--- src/rtl/div_tc_pkg.sv ---
// Shared widths, constants, state encoding and saturation helper for the
// div_tc_32_16 sequential divider.
// Build option: define DIV_TC_SIGNED_EN for two's-complement operands;
// leave it undefined for an unsigned divider with identical latency.
package div_tc_pkg;

    localparam int DIVIDEND_W = 32;
    localparam int DIVISOR_W  = 16;
    localparam int ITER_N     = 16;
    localparam int CNT_W      = 5;

    localparam logic [CNT_W-1:0]     CNT_LAST  = CNT_W'(ITER_N - 1);

    localparam logic [DIVISOR_W-1:0] Q_DBZ     = 16'hFFFF;
    localparam logic [DIVISOR_W-1:0] Q_SAT_POS = 16'h7FFF;
    localparam logic [DIVISOR_W-1:0] Q_SAT_NEG = 16'h8000;
    localparam logic [DIVISOR_W-1:0] Q_SAT_UNS = 16'hFFFF;

`ifdef DIV_TC_SIGNED_EN
    localparam bit SIGNED_EN = 1'b1;
`else
    localparam bit SIGNED_EN = 1'b0;
`endif

    typedef enum logic [1:0] {
        IDLE,
        CALC,
        FIX,
        DONE
    } state_t;

    // Saturated quotient reported when the true quotient does not fit.
    function automatic logic [DIVISOR_W-1:0] sat_quotient(input logic res_neg);
        if (!SIGNED_EN) return Q_SAT_UNS;
        return res_neg ? Q_SAT_NEG : Q_SAT_POS;
    endfunction

endpackage

--- src/rtl/div_tc_32_16_if.sv ---
// Request/response handshake bundle of the div_tc_32_16 divider.
// master = operation producer / result consumer, slave = the divider.
interface div_tc_32_16_if;
    import div_tc_pkg::*;

    logic                  in_valid;
    logic                  in_ready;
    logic [DIVIDEND_W-1:0] dividend;
    logic [DIVISOR_W-1:0]  divisor;
    logic                  out_valid;
    logic                  out_ready;
    logic [DIVISOR_W-1:0]  quotient;
    logic [DIVISOR_W-1:0]  remainder;
    logic                  div_by_zero;
    logic                  overflow;

    modport master (
        output in_valid, dividend, divisor, out_ready,
        input  in_ready, out_valid, quotient, remainder, div_by_zero, overflow
    );

    modport slave (
        input  in_valid, dividend, divisor, out_ready,
        output in_ready, out_valid, quotient, remainder, div_by_zero, overflow
    );

endinterface

--- src/rtl/div_tc_step.sv ---
// One radix-2 restoring division iteration: shift the partial remainder,
// bring in the next dividend bit, trial-subtract the divisor magnitude.
module div_tc_step
    import div_tc_pkg::*;
(
    input  logic [DIVISOR_W:0]   rem_in,
    input  logic                 next_bit,
    input  logic [DIVISOR_W-1:0] divisor,
    output logic [DIVISOR_W:0]   rem_out,
    output logic                 q_bit
);

    logic [DIVISOR_W+1:0] shifted;
    logic [DIVISOR_W+1:0] trial;

    // Trial subtraction; the borrow bit decides whether the difference is kept.
    always_comb begin
        // NOTE: every output is assigned on every path through this block, so no latch is inferred.
        shifted = {rem_in, next_bit};
        trial   = shifted - {2'b00, divisor};
        q_bit   = ~trial[DIVISOR_W+1];
        rem_out = q_bit ? trial[DIVISOR_W:0] : shifted[DIVISOR_W:0];
    end

endmodule

--- src/rtl/div_tc_32_16.sv ---
// Sequential 32/16 divider, one restoring iteration per clock behind
// valid/ready handshakes. Early exit for divide-by-zero and for quotients
// that cannot fit in 16 bits; otherwise 16 CALC cycles then a FIX cycle.
// Build option: DIV_TC_SIGNED_EN selects signed (defined) or unsigned operands.
module div_tc_32_16
    import div_tc_pkg::*;
(
    input  logic           clk,
    input  logic           rst,
    div_tc_32_16_if.slave  bus
);

    state_t                 state;
    logic [CNT_W-1:0]       cnt;
    logic [DIVISOR_W:0]     prem;
    logic [DIVISOR_W-1:0]   lo_sr;
    logic [DIVISOR_W-1:0]   q_sr;
    logic [DIVISOR_W-1:0]   div_mag;
    logic                   sign_a;
    logic                   sign_b;

    logic [DIVIDEND_W-1:0]  dvd_mag;
    logic [DIVISOR_W-1:0]   dsr_mag;
    logic                   in_sign_a;
    logic                   in_sign_b;
    logic                   pre_ovf;

    logic [DIVISOR_W:0]     step_rem;
    logic                   step_q;

    logic                   res_neg;
    logic [DIVISOR_W-1:0]   q_final;
    logic [DIVISOR_W-1:0]   r_final;
    logic                   post_ovf;

    // Operand signs and magnitudes at the accept edge (raw operands when unsigned).
    always_comb begin
        in_sign_a = SIGNED_EN & bus.dividend[DIVIDEND_W-1];
        in_sign_b = SIGNED_EN & bus.divisor[DIVISOR_W-1];
        dvd_mag   = in_sign_a ? -bus.dividend : bus.dividend;
        dsr_mag   = in_sign_b ? -bus.divisor  : bus.divisor;
        pre_ovf   = dvd_mag[DIVIDEND_W-1:DIVISOR_W] >= dsr_mag;
    end

    div_tc_step u_step (
        .rem_in   (prem),
        .next_bit (lo_sr[DIVISOR_W-1]),
        .divisor  (div_mag),
        .rem_out  (step_rem),
        .q_bit    (step_q)
    );

    // Sign restoration and the representability post-check used in FIX.
    always_comb begin
        res_neg  = sign_a ^ sign_b;
        q_final  = res_neg ? -q_sr : q_sr;
        r_final  = sign_a ? -prem[DIVISOR_W-1:0] : prem[DIVISOR_W-1:0];
        post_ovf = SIGNED_EN && q_sr[DIVISOR_W-1] && !(q_sr == Q_SAT_NEG && res_neg);
    end

    // Control FSM plus all datapath and output registers.
    always_ff @(posedge clk) begin
        // NOTE: non-blocking assignments everywhere here so every register sees pre-edge values.
        if (rst) begin
            state           <= IDLE;
            cnt             <= '0;
            prem            <= '0;
            lo_sr           <= '0;
            q_sr            <= '0;
            div_mag         <= '0;
            sign_a          <= 1'b0;
            sign_b          <= 1'b0;
            bus.in_ready    <= 1'b1;
            bus.out_valid   <= 1'b0;
            bus.quotient    <= '0;
            bus.remainder   <= '0;
            bus.div_by_zero <= 1'b0;
            bus.overflow    <= 1'b0;
        end else begin
            unique case (state)
                IDLE: begin
                    if (bus.in_valid && bus.in_ready) begin
                        bus.in_ready <= 1'b0;
                        sign_a       <= in_sign_a;
                        sign_b       <= in_sign_b;
                        if (bus.divisor == '0) begin
                            bus.quotient    <= Q_DBZ;
                            bus.remainder   <= bus.dividend[DIVISOR_W-1:0];
                            bus.div_by_zero <= 1'b1;
                            bus.overflow    <= 1'b0;
                            bus.out_valid   <= 1'b1;
                            state           <= DONE;
                        end else if (pre_ovf) begin
                            bus.quotient    <= sat_quotient(in_sign_a ^ in_sign_b);
                            bus.remainder   <= '0;
                            bus.div_by_zero <= 1'b0;
                            bus.overflow    <= 1'b1;
                            bus.out_valid   <= 1'b1;
                            state           <= DONE;
                        end else begin
                            prem    <= {1'b0, dvd_mag[DIVIDEND_W-1:DIVISOR_W]};
                            lo_sr   <= dvd_mag[DIVISOR_W-1:0];
                            q_sr    <= '0;
                            div_mag <= dsr_mag;
                            cnt     <= '0;
                            state   <= CALC;
                        end
                    end
                end
                CALC: begin
                    prem  <= step_rem;
                    lo_sr <= {lo_sr[DIVISOR_W-2:0], 1'b0};
                    q_sr  <= {q_sr[DIVISOR_W-2:0], step_q};
                    cnt   <= cnt + 1'b1;
                    if (cnt == CNT_LAST) state <= FIX;
                end
                FIX: begin
                    if (post_ovf) begin
                        bus.quotient  <= sat_quotient(res_neg);
                        bus.remainder <= '0;
                        bus.overflow  <= 1'b1;
                    end else begin
                        bus.quotient  <= q_final;
                        bus.remainder <= r_final;
                        bus.overflow  <= 1'b0;
                    end
                    bus.div_by_zero <= 1'b0;
                    bus.out_valid   <= 1'b1;
                    state           <= DONE;
                end
                DONE: begin
                    if (bus.out_ready) begin
                        bus.out_valid <= 1'b0;
                        bus.in_ready  <= 1'b1;
                        state         <= IDLE;
                    end
                end
                default: state <= IDLE;
            endcase
        end
    end

endmodule
--- src/flat_wrapper.sv ---
// flat-port wrapper written by rule: the top's interface ports become plain ports
module div_tc_32_16_flat import div_tc_pkg::*;
  (clk, rst, bus_in_valid, bus_dividend, bus_divisor, bus_out_ready, bus_in_ready, bus_out_valid, bus_quotient, bus_remainder, bus_div_by_zero, bus_overflow);
  div_tc_32_16_if bus_i ();
  input  logic clk;
  input  logic rst;
  input wire logic [$bits(bus_i.in_valid)-1:0] bus_in_valid;
  input wire logic [$bits(bus_i.dividend)-1:0] bus_dividend;
  input wire logic [$bits(bus_i.divisor)-1:0] bus_divisor;
  input wire logic [$bits(bus_i.out_ready)-1:0] bus_out_ready;
  output wire logic [$bits(bus_i.in_ready)-1:0] bus_in_ready;
  output wire logic [$bits(bus_i.out_valid)-1:0] bus_out_valid;
  output wire logic [$bits(bus_i.quotient)-1:0] bus_quotient;
  output wire logic [$bits(bus_i.remainder)-1:0] bus_remainder;
  output wire logic [$bits(bus_i.div_by_zero)-1:0] bus_div_by_zero;
  output wire logic [$bits(bus_i.overflow)-1:0] bus_overflow;
  assign bus_i.in_valid = bus_in_valid;
  assign bus_i.dividend = bus_dividend;
  assign bus_i.divisor = bus_divisor;
  assign bus_i.out_ready = bus_out_ready;
  assign bus_in_ready = bus_i.in_ready;
  assign bus_out_valid = bus_i.out_valid;
  assign bus_quotient = bus_i.quotient;
  assign bus_remainder = bus_i.remainder;
  assign bus_div_by_zero = bus_i.div_by_zero;
  assign bus_overflow = bus_i.overflow;
  div_tc_32_16 u_core (.clk(clk), .rst(rst), .bus(bus_i));
endmodule
--- config.mk ---
export PLATFORM = sky130hd
export DESIGN_NAME = div_tc_32_16_flat
export DESIGN_NICKNAME = d
export VERILOG_FILES = /design/src/rtl/div_tc_pkg.sv /design/src/rtl/div_tc_32_16_if.sv /design/src/rtl/div_tc_step.sv /design/src/rtl/div_tc_32_16.sv /design/src/flat_wrapper.sv
export SDC_FILE = /design/constraint.sdc
export NUM_CORES = 1
export LEC_CHECK = 0
export CAP_MARGIN = 20
export CORE_MARGIN = 8
export CORE_UTILIZATION = 59
export CTS_CLUSTER_DIAMETER = 100
export DETAILED_ROUTE_END_ITERATION = 8
export GPL_ROUTABILITY_DRIVEN = 0
export HOLD_SLACK_MARGIN = 0.02
export PLACE_DENSITY = 0.84
export SYNTH_ARGS = -nofsm -noshare
export SYNTH_HDL_FRONTEND = slang
export SYNTH_SLANG_ARGS = --single-unit
--- constraint.sdc ---
create_clock -name clk -period 4.2 [get_ports clk]
set_clock_uncertainty 0.05 [all_clocks]
set_input_delay 0.63 -clock clk [delete_from_list [all_inputs] [get_ports clk]]
set_output_delay 0.63 -clock clk [all_outputs]
set_load 0.005 [all_outputs]
==> flow_summary_export.csv <==
group,metric,value,unit
run_status,status,"completed",
clock_network,numClockSinks,108,
setup_path,cp_max_stage_delay,0.50,ns
route,drt-total-wl,15.64,mm
logic_synthesis,netlist.top_cell.by_area,"sky130_fd_sc_hd__dfxtp_1",
timing,post-route-min-period,3.404,ns
logic_synthesis,synth_area_leaders,"sky130_fd_sc_hd__dfxtp_1 36%, sky130_fd_sc_hd__ha_1 8.0%, sky130_fd_sc_hd__nor2_1 6.9%",
floorplan,die_height,116.3,um
clock_network,number_of_h_tree_levels,3,
timing,grt_setup_unrepaired,"false",
grt,grt_pass1_wl,25.44,mm
logic_synthesis,yosys.area.top_type_share,0.3639,
clock_network,clk_pin_slew,0.11,ns
setup_path,critPathArrivalTime,3.64,ns
setup_path,worstReg2RegStart,"u_core.div_mag[1]$_SDFFE_PP0P_",
setup_path,type_of_destination_of_the_critical_path,"register",
finish,antenna_cells_inserted,0,
clock_network,tritoncts.num_buffers,9,
pwr,leak_pwr,2.629,nW
timing,fmaxAchievable,293.8,MHz
logic_synthesis,ys_types,58,
timing,report.final.hold_viol_count,0,
clock_network,cts_tree,"yes",
timing,finalSetupViolCount,0,
setup_path,critical_path.startpoint,"bus_divisor[13]",
floorplan,floorplan.initialDensity,0.6078,
clock_network,post_cts_buffers,0,
clock_network,cts_root_buf,"sky130_fd_sc_hd__clkbuf_8",
logic_synthesis,post_synth.cell_area_avg,8.262,um^2
placement,detailed_place_hpwl,11.36,mm
grt,via_count_of_the_first_global_routing_pass,5287,
route,route.vias.total,5534,
logic_synthesis,register_bit_count_reported_by_yosys,108,
finish,layout.core_utilization,0.7227,
logic_synthesis,synth_area,0.005941,mm^2
logic_synthesis,synth_edf_count,0,
timing,finalSetupTns,0,ns
route,route.detailed.drc,0,
grt,grt_util_all_layers,0.2321,
route,wl_per_cell,17.09,um
finish,register_area,0.002162,mm^2
clock_network,cts-hold-fix-buffers,0,
min_path,hold_start,"u_core.cnt[4]$_SDFFE_PP0P_",
timing,worstMarginPinSlew,0.9322,ns
min_path,worstHoldPathType,"reg2reg",
grt,number_of_antenna_violations_at_the_first_check_in_global_routing,0,
setup_path,worst_setup_path_start_kind,"input pin",
run,cap_violations,0,
floorplan,dieWidth,116.3,um
finish,nets,868,
setup_path,worst-path-max-fanout,17,
clock_network,ctsLongestPathBuffers,2,
route,via_per_inst,6.048,
setup_path,path_type_of_the_worst_setup_path,"in2reg",
pwr,peak_supply_drop,0.4632,mV
timing,slew_viol_final,0,
logic_synthesis,syn_nets,810,
route,drtIter0Drc,549,
placement,total_of_buffers_placed_on_input_and_output_ports,87,
logic_synthesis,synth_flop_cell,"sky130_fd_sc_hd__dfxtp_1",
route,drtAntennaViolNets,0,
finish,fillerInstances,788,
logic_synthesis,synth.most_common_cell,"sky130_fd_sc_hd__nor2_1",
grt,grt_max_degree,78,
logic_synthesis,synth_commonest_cells,"109 x sky130_fd_sc_hd__nor2_1, 108 x sky130_fd_sc_hd__dfxtp_1, 58 x sky130_fd_sc_hd__a21oi_1",
setup_path,worstPathCellList,"clkdlybuf4s50_1 -> inv_1 -> ha_1 -> nand4_1 -> or3_1 -> o21bai_4 -> or2_1 -> o21a_1 -> buf_4 -> a21oi_1 -> a311oi_1",
logic_synthesis,syn-instance-count,719,
timing,post-route-period-util,0.8104,
setup_path,critical_path_data_required_time,4.43,ns
finish,drive_above_1_share,0.06010,
grt,gr-total-overflow,0,
clock_network,clkLatencyLatePin,0.38,ns
finish,synthToLayoutAreaGrowth,18.91,%
floorplan,floorplan.die_area,0.01354,mm^2
logic_synthesis,yosysWarnings,0,
logic_synthesis,asyncSetResetFlopFracSynth,0,
floorplan,rows,36,
route,detailedRoute.firstPassIterationCount,5,
finish,multi_input_comb_area,0.003445,mm^2
clock_network,cts_repair_resize_count,0,
floorplan,design.portCount,88,
logic_synthesis,synth_seq_area_share,0.3639,
floorplan,coreArea,0.009774,mm^2
setup_path,cell_type_of_the_slowest_stage_on_the_worst_timing_path,"sky130_fd_sc_hd__clkdlybuf4s50_1",
timing,worst_slew_margin_rel,0.3785,
pwr,p_per_area,766.8,mW/mm^2
[worst max-delay path: cells and delay by family]
family                   cells  cell delay (ns)
AND/OR/NAND/NOR              3             0.73
buffers and inverters        3             0.88
AO/OA/AOI/OAI                4             1.05
adder cells (fa/ha/maj)      1             0.32
[layout make-up]
| cell class | instances | area share |
|---|---|---|
| clock buffers | 9 | 0.01753 |
| multi-input cells | 522 | 0.4876 |
| inverters | 40 | 0.02125 |
| well taps | 133 | 0.02356 |
| repair buffers | 96 | 0.1325 |
| clock inverters | 7 | 0.01151 |
| flip-flops and latches | 108 | 0.3061 |
[placed cells by master (no fill, tap or decap), types with 8 or more instances in the layout]
master / Yosys / layout
sky130_fd_sc_hd__nor2_1: 109 / 109
sky130_fd_sc_hd__dfxtp_1: 108 / 108
sky130_fd_sc_hd__clkdlybuf4s50_1: 0 / 86
sky130_fd_sc_hd__a21oi_1: 58 / 58
sky130_fd_sc_hd__inv_1: 40 / 40
sky130_fd_sc_hd__nand2_1: 39 / 39
sky130_fd_sc_hd__ha_1: 38 / 37
sky130_fd_sc_hd__a211oi_1: 36 / 36
sky130_fd_sc_hd__mux2i_1: 26 / 26
sky130_fd_sc_hd__nand3_1: 25 / 25
sky130_fd_sc_hd__o21ai_0: 17 / 17
sky130_fd_sc_hd__o22ai_1: 16 / 16
sky130_fd_sc_hd__a22oi_1: 16 / 16
sky130_fd_sc_hd__nand3b_1: 14 / 14
sky130_fd_sc_hd__nand2b_1: 12 / 12
sky130_fd_sc_hd__or3_1: 11 / 11
sky130_fd_sc_hd__o21a_1: 11 / 11
sky130_fd_sc_hd__nor3_1: 10 / 10
sky130_fd_sc_hd__buf_4: 4 / 10
sky130_fd_sc_hd__clkbuf_8: 0 / 9
sky130_fd_sc_hd__nor2b_1: 8 / 8
[final timing paths]
kind,endpoint,slack (ns),depth (start not counted)
setup reg to reg,u_core.prem[0]$_SDFFE_PP0P_,0.96,11
hold reg to reg,u_core.cnt[4]$_SDFFE_PP0P_,0.42,2
setup / recovery,u_core.prem[0]$_SDFFE_PP0P_,0.80,11
hold / removal,u_core.cnt[4]$_SDFFE_PP0P_,0.42,2
[metal layers]
layer / up-vias / track usage / part of all wire
li1: 2691 / - / -
met1: 2600 / 0.3171 / 0.46
met2: 218 / 0.3679 / 0.45
met3: 25 / 0.03309 / 0.074
met4: 0 / 0.07519 / 0.016
met5: - / 0 / 0
[where the power goes]
group	total [mW]	switching, mW	internal [mW]
combinational	3.19	1.75	1.44
clock	0.652	0.408	0.244
sequential	1.57	0.240	1.33
[cells by family after synthesis]
logic type	count (synthesis)	share of synthesized area
AO/OA/AOI/OAI	199	0.2372
XOR/XNOR	6	0.008846
adder cells (fa/ha/maj)	39	0.08340
buffers and inverters	89	0.05981
flip-flops	108	0.3639
multiplexers	27	0.04570
AND/OR/NAND/NOR	251	0.2011
[through the flow]
step | cells | setup WS (ns) | area [um^2] | hold WS [ns] | power (mW)
after floorplan | 719 | 1.341 | 5941 | 0.3819 | 3.839
after global placement | 899 | 0.6323 | 6859 | 0.3933 | 4.588
after detailed placement | 899 | 0.4720 | 6859 | 0.4010 | 4.733
after CTS | 915 | 0.8604 | 7064 | 0.4155 | 5.385
after global routing | 915 | 0.6241 | 7064 | 0.4396 | 5.790
final | 915 | 0.7965 | 7064 | 0.4150 | 5.417
[sequential cells by signal, summed over array words and instances (netlist names)]
name                    count
u_core.prem                17
u_core.bus.quotient        16
u_core.bus.remainder       16
u_core.div_mag             16
u_core.lo_sr               16
u_core.q_sr                16
u_core.cnt                  5
u_core.state                2
u_core.bus.div_by_zero      1
u_core.bus.in_ready         1
u_core.bus.out_valid        1
u_core.bus.overflow         1
Power figures use the tool's default switching activity.
